--- config.mk ---
export PLATFORM = sky130hd
export DESIGN_NAME = mult_hilo_ctrl
export DESIGN_NICKNAME = d
export VERILOG_FILES = /design/src/rtl/mult_hilo_ctrl.sv
export SDC_FILE = /design/constraint.sdc
export NUM_CORES = 1
export LEC_CHECK = 0
export CAP_MARGIN = 20
export CORE_UTILIZATION = 43
export DETAILED_ROUTE_END_ITERATION = 10
export GPL_ROUTABILITY_DRIVEN = 1
export MAX_ROUTING_LAYER = met4
export PLACE_DENSITY = 0.82
export SYNTH_ARGS = -nofsm -noshare
export SYNTH_HDL_FRONTEND = slang
export SYNTH_SLANG_ARGS = --single-unit
--- constraint.sdc ---
create_clock -name clk -period 3.6 [get_ports clk]
set_clock_uncertainty 0.05 [all_clocks]
set_input_delay 0.72 -clock clk [delete_from_list [all_inputs] [get_ports clk]]
set_output_delay 0.72 -clock clk [all_outputs]
set_load 0.02 [all_outputs]
--- src/rtl/mult_hilo_ctrl.sv ---
// HI/LO write-back controller for an external combinational Booth multiplier.
// Operands are registered, then held for LAT clocks before the product is captured.
module mult_hilo_ctrl #(
    parameter int unsigned WIDTH = 32,
    parameter int unsigned LAT   = 2
) (
    input  logic               clk,
    input  logic               rst_n,
    input  logic               start,
    input  logic               flush,
    input  logic [WIDTH-1:0]   a,
    input  logic [WIDTH-1:0]   b,
    output logic [WIDTH-1:0]   mx,
    output logic [WIDTH-1:0]   my,
    input  logic [2*WIDTH-1:0] mp,
    input  logic               hi_we,
    input  logic               lo_we,
    input  logic [WIDTH-1:0]   wdata,
    output logic [WIDTH-1:0]   hi,
    output logic [WIDTH-1:0]   lo,
    output logic               busy,
    output logic               done
);

    localparam int unsigned CNT_W = 4;

    typedef enum logic {
        IDLE = 1'b0,
        CALC = 1'b1
    } state_t;

    state_t             state;
    state_t             state_nx;
    logic [CNT_W-1:0]   cnt;
    logic               ld_op;
    logic               cap;
    logic               abort;
    logic               wr_hi;
    logic               wr_lo;

    // State register
    always_ff @(posedge clk or negedge rst_n) begin
        if (!rst_n) begin
            state <= IDLE;
        end else begin
            state <= state_nx;
        end
    end

    // Next-state logic: flush and the final count both return to IDLE
    always_comb begin
        state_nx = state;
        case (state)
            IDLE: begin
                if (start) begin
                    state_nx = CALC;
                end
            end
            CALC: begin
                if (flush || (cnt == CNT_W'(1))) begin
                    state_nx = IDLE;
                end
            end
            default: state_nx = IDLE;
        endcase
    end

    // Decoded controls; flush outranks capture on the same edge
    always_comb begin
        ld_op = 1'b0;
        cap   = 1'b0;
        abort = 1'b0;
        wr_hi = 1'b0;
        wr_lo = 1'b0;
        busy  = 1'b0;
        case (state)
            IDLE: begin
                ld_op = start;
                wr_hi = hi_we;
                wr_lo = lo_we;
            end
            CALC: begin
                busy  = 1'b1;
                abort = flush;
                cap   = !flush && (cnt == CNT_W'(1));
            end
            default: ;
        endcase
    end

    // Operand registers and settle counter
    always_ff @(posedge clk or negedge rst_n) begin
        if (!rst_n) begin
            mx  <= '0;
            my  <= '0;
            cnt <= '0;
        end else if (ld_op) begin
            mx  <= a;
            my  <= b;
            cnt <= CNT_W'(LAT);
        end else if (abort || cap) begin
            cnt <= '0;
        end else if (state == CALC) begin
            cnt <= cnt - CNT_W'(1);
        end
    end

    // HI/LO: product capture in CALC, MTHI/MTLO writes in IDLE
    always_ff @(posedge clk or negedge rst_n) begin
        if (!rst_n) begin
            hi   <= '0;
            lo   <= '0;
            done <= 1'b0;
        end else begin
            done <= cap;
            if (cap) begin
                hi <= mp[2*WIDTH-1:WIDTH];
                lo <= mp[WIDTH-1:0];
            end else begin
                if (wr_hi) begin
                    hi <= wdata;
                end
                if (wr_lo) begin
                    lo <= wdata;
                end
            end
        end
    end

endmodule

* Yosys cells after proc, flatten, opt, wreduce, memory -nomap -nowiden
Cells that the tools add are included.
** Storage, ports and cells
- Word-level logic and storage cells :: 33
- Register bits after elaboration :: 134
- Output and inout port bits :: 130
- Input bits :: 166
** Cells by class
- Bitwise operators :: 1
- Mux-type cells :: 16
- $add $sub $neg :: 1
- Equality and inequality tests :: 1
- Reductions and logical operators :: 7
** Operator list (number)
- 32-bit 2-to-1 mux :: 4
- 4-bit 2-to-1 mux :: 3
- 1-bit 2-to-1 mux :: 8
- 4-bit by 1-bit == test with 1-bit output, second input constant :: 1
- 2-bit nonzero test :: 2
- 4-bit by 1-bit subtractor with 4-bit output, second input constant :: 1
- 3-bit nonzero test :: 1
- 1-bit logical OR :: 2
- 1-bit case mux with 2 select lines :: 1
- 1-bit logical AND :: 1
- 1-bit logical NOT :: 1
- 1-bit NOT :: 1

* Depth between registers and ports, before layout
- Word-level depth :: 6
- Depth in mapped cells :: 7
- Mapped depth without buffers :: 5

* Worst setup path after synthesis
Ideal clock, no wire load.
- Path type :: input to register
- Start :: in flush
- End :: reg hi[0]
- Stages on the path :: 5
- Slack :: 1.825 ns
- Buffers on the path :: 2
- Arrival :: 1.647 ns
- Data required time :: 3.473 ns
- Path through :: nand2b_1 -> or3_1 -> buf_6 -> buf_6 -> a21oi_1
** On the way
- Word-level cells in the longest chain between the ends :: 4
- Elaborated cells on any way between the ends :: 5
** Ends and longest elaborated chain
- start: declaration :: RTL line 10 : input logic flush,
- 1-bit logical NOT * :: RTL line 85 : cap = !flush && (cnt == CNT_W'(1));
- 1-bit logical AND * :: RTL line 85
- 1-bit 2-to-1 mux * :: RTL line 76 : case (state)
- 32-bit 2-to-1 mux or 2-bit nonzero test (tied branches)
- end signal: assignment :: RTL line 117 : hi <= mp[2*WIDTH-1:WIDTH];
- end signal: assignment :: RTL line 121 : hi <= wdata;
- end: declaration :: RTL line 19 : output logic [WIDTH-1:0] hi,
Every way passes the cells marked *; elsewhere a longest branch is shown, timed or not.
A chain may end at the register's enable or synchronous reset.

* Worst setup path after layout
- Start :: reg state
- End :: out busy
** On the way
- Word-level cells in the longest chain between the ends :: 1
** Ends and longest elaborated chain
- start: declaration :: RTL line 32 : state_t state;
- start signal: assignment :: RTL line 46 : state <= state_nx;
- 1-bit 2-to-1 mux :: RTL line 76
- end: declaration :: RTL line 21 : output logic busy,
No other way between the ends.

==> reports/results.ini <==
[finish]
utilization=0.715
final_cell_mix=294 x clkdlybuf4s50_1, 133 x dfrtp_1, 65 x mux2i_1, 65 x nor4_1
fin_cells=927
n_antenna_cell=0
layout-drive-gt1-share=0.149
nNetsFinal=907
stdcell_area_um2=9470
layout_commonest_cell=clkdlybuf4s50_1
flow.area_growth_from_synthesis_pct=62.6
num-fill-cells=966

[global_route]
grt_first_pass_wirelength_mm=28.2
grt.busiest_layer=met2
grtUsageMet2=0.446
grt.total_usage=0.271
globalRouteOverflowTotal=0
via_count_of_the_first_global_routing_pass=5463
met1_usage=0.301
antenna_found_initial=0
globalRouteMet3Util=0.0936
grt_max_degree=87

[routing]
antenna_left=0
drt_pre_antenna_iters=4
route.detailed.vias_per_inst=5.41
drc=0
routedWlPerCell_um=19.7
vias=5014
wirelength_mm=18.3
first_iter_violations=296

[floorplanning]
initial_utilization=0.440
die-area_um2=14000
placement_rows=42
die_w_um=118
num_io_pins=296
core_region_area_um2=13200
die-height_um=118

[timing]
timing.final.hold_violations=0
timing.fmax_ghz=0.400
worst-slew-pin-transition_ns=0.790
post-route-min-period_ns=2.50
grt_setup_unrepaired=false
final_max_slew_viol_count=0
setup_viol_count_final=0
timing.final.crit_share=0.695
timing.max_slew.rel_slack=0.473
post-route-worst-setup-slack_ns=1.10
setup_tns_ns=0
hold_ws_ns=0.302

[placement]
placed_cells=895
place.port_buffers=295
detailedPlace.worstSlack_ns=0.842
routability_congestion_estimate=0.865
post_dp_hpwl_mm=12.6
placed_cell_area_um2=8880

[critical_path]
critical_path_peak_fanout=8
largest_incremental_delay_on_the_critical_path_ns=0.70
timing.critical_path.to_type=output pin
crit_type=reg -> out
crit_path_top_delay_cell=clkdlybuf4s50_1
worst_r2r_startpoint=state$_DFF_PN0_
r2r_cells=4
arrival_ns=1.73
required_ns=2.83
timing.rr.end=hi[15]$_DFFE_PN0P_
critical_path.cell_chain=clkdlybuf4s50_1
cp.buffers_inverters=1
critical_path_startpoint_category=flop
timing.reg2reg.setup_slack_ns=1.45
critical-path-top-delay-family=buffers and inverters

[power]
power_leakage_nw=3.99
clkPwrFrac=0.223
share_comb_of_total_power=0.447
sw_ratio=0.358
power.ir.vdd_worst_v=0.000514
seq_power_share=0.330
report.power.total_mw=7.47
power-per-cell-area_nw_per_um2=789
power.net_switching_mw=2.67
cellInternalPower_mw=4.80

[synthesis]
synth.yosys.warnings=0
synth_seq_area_share=0.576
post_synth_instance_area_um2=5830
synthCells=459
postSynthNetCount=627
synthesis.area_per_instance_um2=12.7
synthDistinctLibCells=20
ys_ff_latch=134

[clock_tree]
cts_setup_buffers=0
tritoncts=built
ctsRootBufferMaster=clkbuf_16
htree_levels=4
clkSlewWorstSetupHoldPaths_ns=0.06
cts-root-to-sink-buffers=2
tritoncts_num_sinks=134
numCtsBuffers=17
postCtsHoldBufs=0
post_cts_resized=0
worst_skew_pair.late_latency_ns=0.41

[job]
cap_violations=0

[run_status]
status=complete, no violations

[hold_path]
hold_path_class=in -> async

==> flip-flops by register name, summed over array words and instances, names as in the netlist <==
name,flops
hi,32
lo,32
mx,32
my,32
cnt,4
done,1
state,1
==> cell type report <==
class,instances,area [um2],area share
Inverter,3,11.3,0.00119
Clock buffer,18,439,0.0464
Sequential cell,134,3350,0.354
Timing Repair Buffer,304,3060,0.323
Tap cell,176,220,0.0233
Clock inverter,13,134,0.0141
Multi-Input combinational cell,279,2250,0.238
==> metal layers <==
layer	wire length, um	vias to the layer above
met2	9110	247
met3	1530	44
met4	539	0
met5	0	-
met1	7070	2455
li1	-	2268
==> cell usage after synthesis, drive strengths merged <==
master | instances | area, um2
o21ai | 2 | 10.0
nor2b | 1 | 6.26
a21oi | 64 | 320
inv | 3 | 11.3
nand2b | 6 | 37.5
dfrtp | 134 | 3350
nor2 | 2 | 7.51
mux2 | 64 | 721
o21bai | 1 | 7.51
or3 | 2 | 12.5
mux2i | 65 | 651
buf | 24 | 156
clkbuf | 19 | 71.3
o2bb2ai | 1 | 8.76
o22ai | 2 | 12.5
nand2 | 2 | 7.51
ha | 2 | 25.0
nor4 | 65 | 407
==> worst max-delay path by stage <==
stage | from | cells after the start | endpoint | slack [ns]
CTS | state$_DFF_PN0_ | 1 | busy | 1.06
finish | state$_DFF_PN0_ | 1 | busy | 1.10
floorplan | flush | 5 | hi[0]$_DFFE_PN0P_ | 1.83
detailed placement | flush | 4 | lo[15]$_DFFE_PN0P_ | 0.84
global route | state$_DFF_PN0_ | 1 | busy | 1.04
global placement | flush | 4 | lo[18]$_DFFE_PN0P_ | 0.92
==> power groups by stage <==
stage / clock network (mW) / registers, mW / logic [mW]
3_3_place_gp: 0 / 2.44 / 3.27
6_report: 1.67 / 2.46 / 3.34
2_1_floorplan: 0 / 3.15 / 0.948
5_1_grt: 1.75 / 2.53 / 3.51
3_5_place_dp: 0 / 2.48 / 3.34
4_1_cts: 1.70 / 2.47 / 3.36
==> cell families after synthesis <==
logic type | synth area share
AO/OA/AOI/OAI | 0.0616
adder cells (fa/ha/maj) | 0.00429
buffers and inverters | 0.0410
flip-flops | 0.576
multiplexers | 0.235
AND/OR/NAND/NOR | 0.0820
Note: power is estimated with default switching activity, not from simulation.
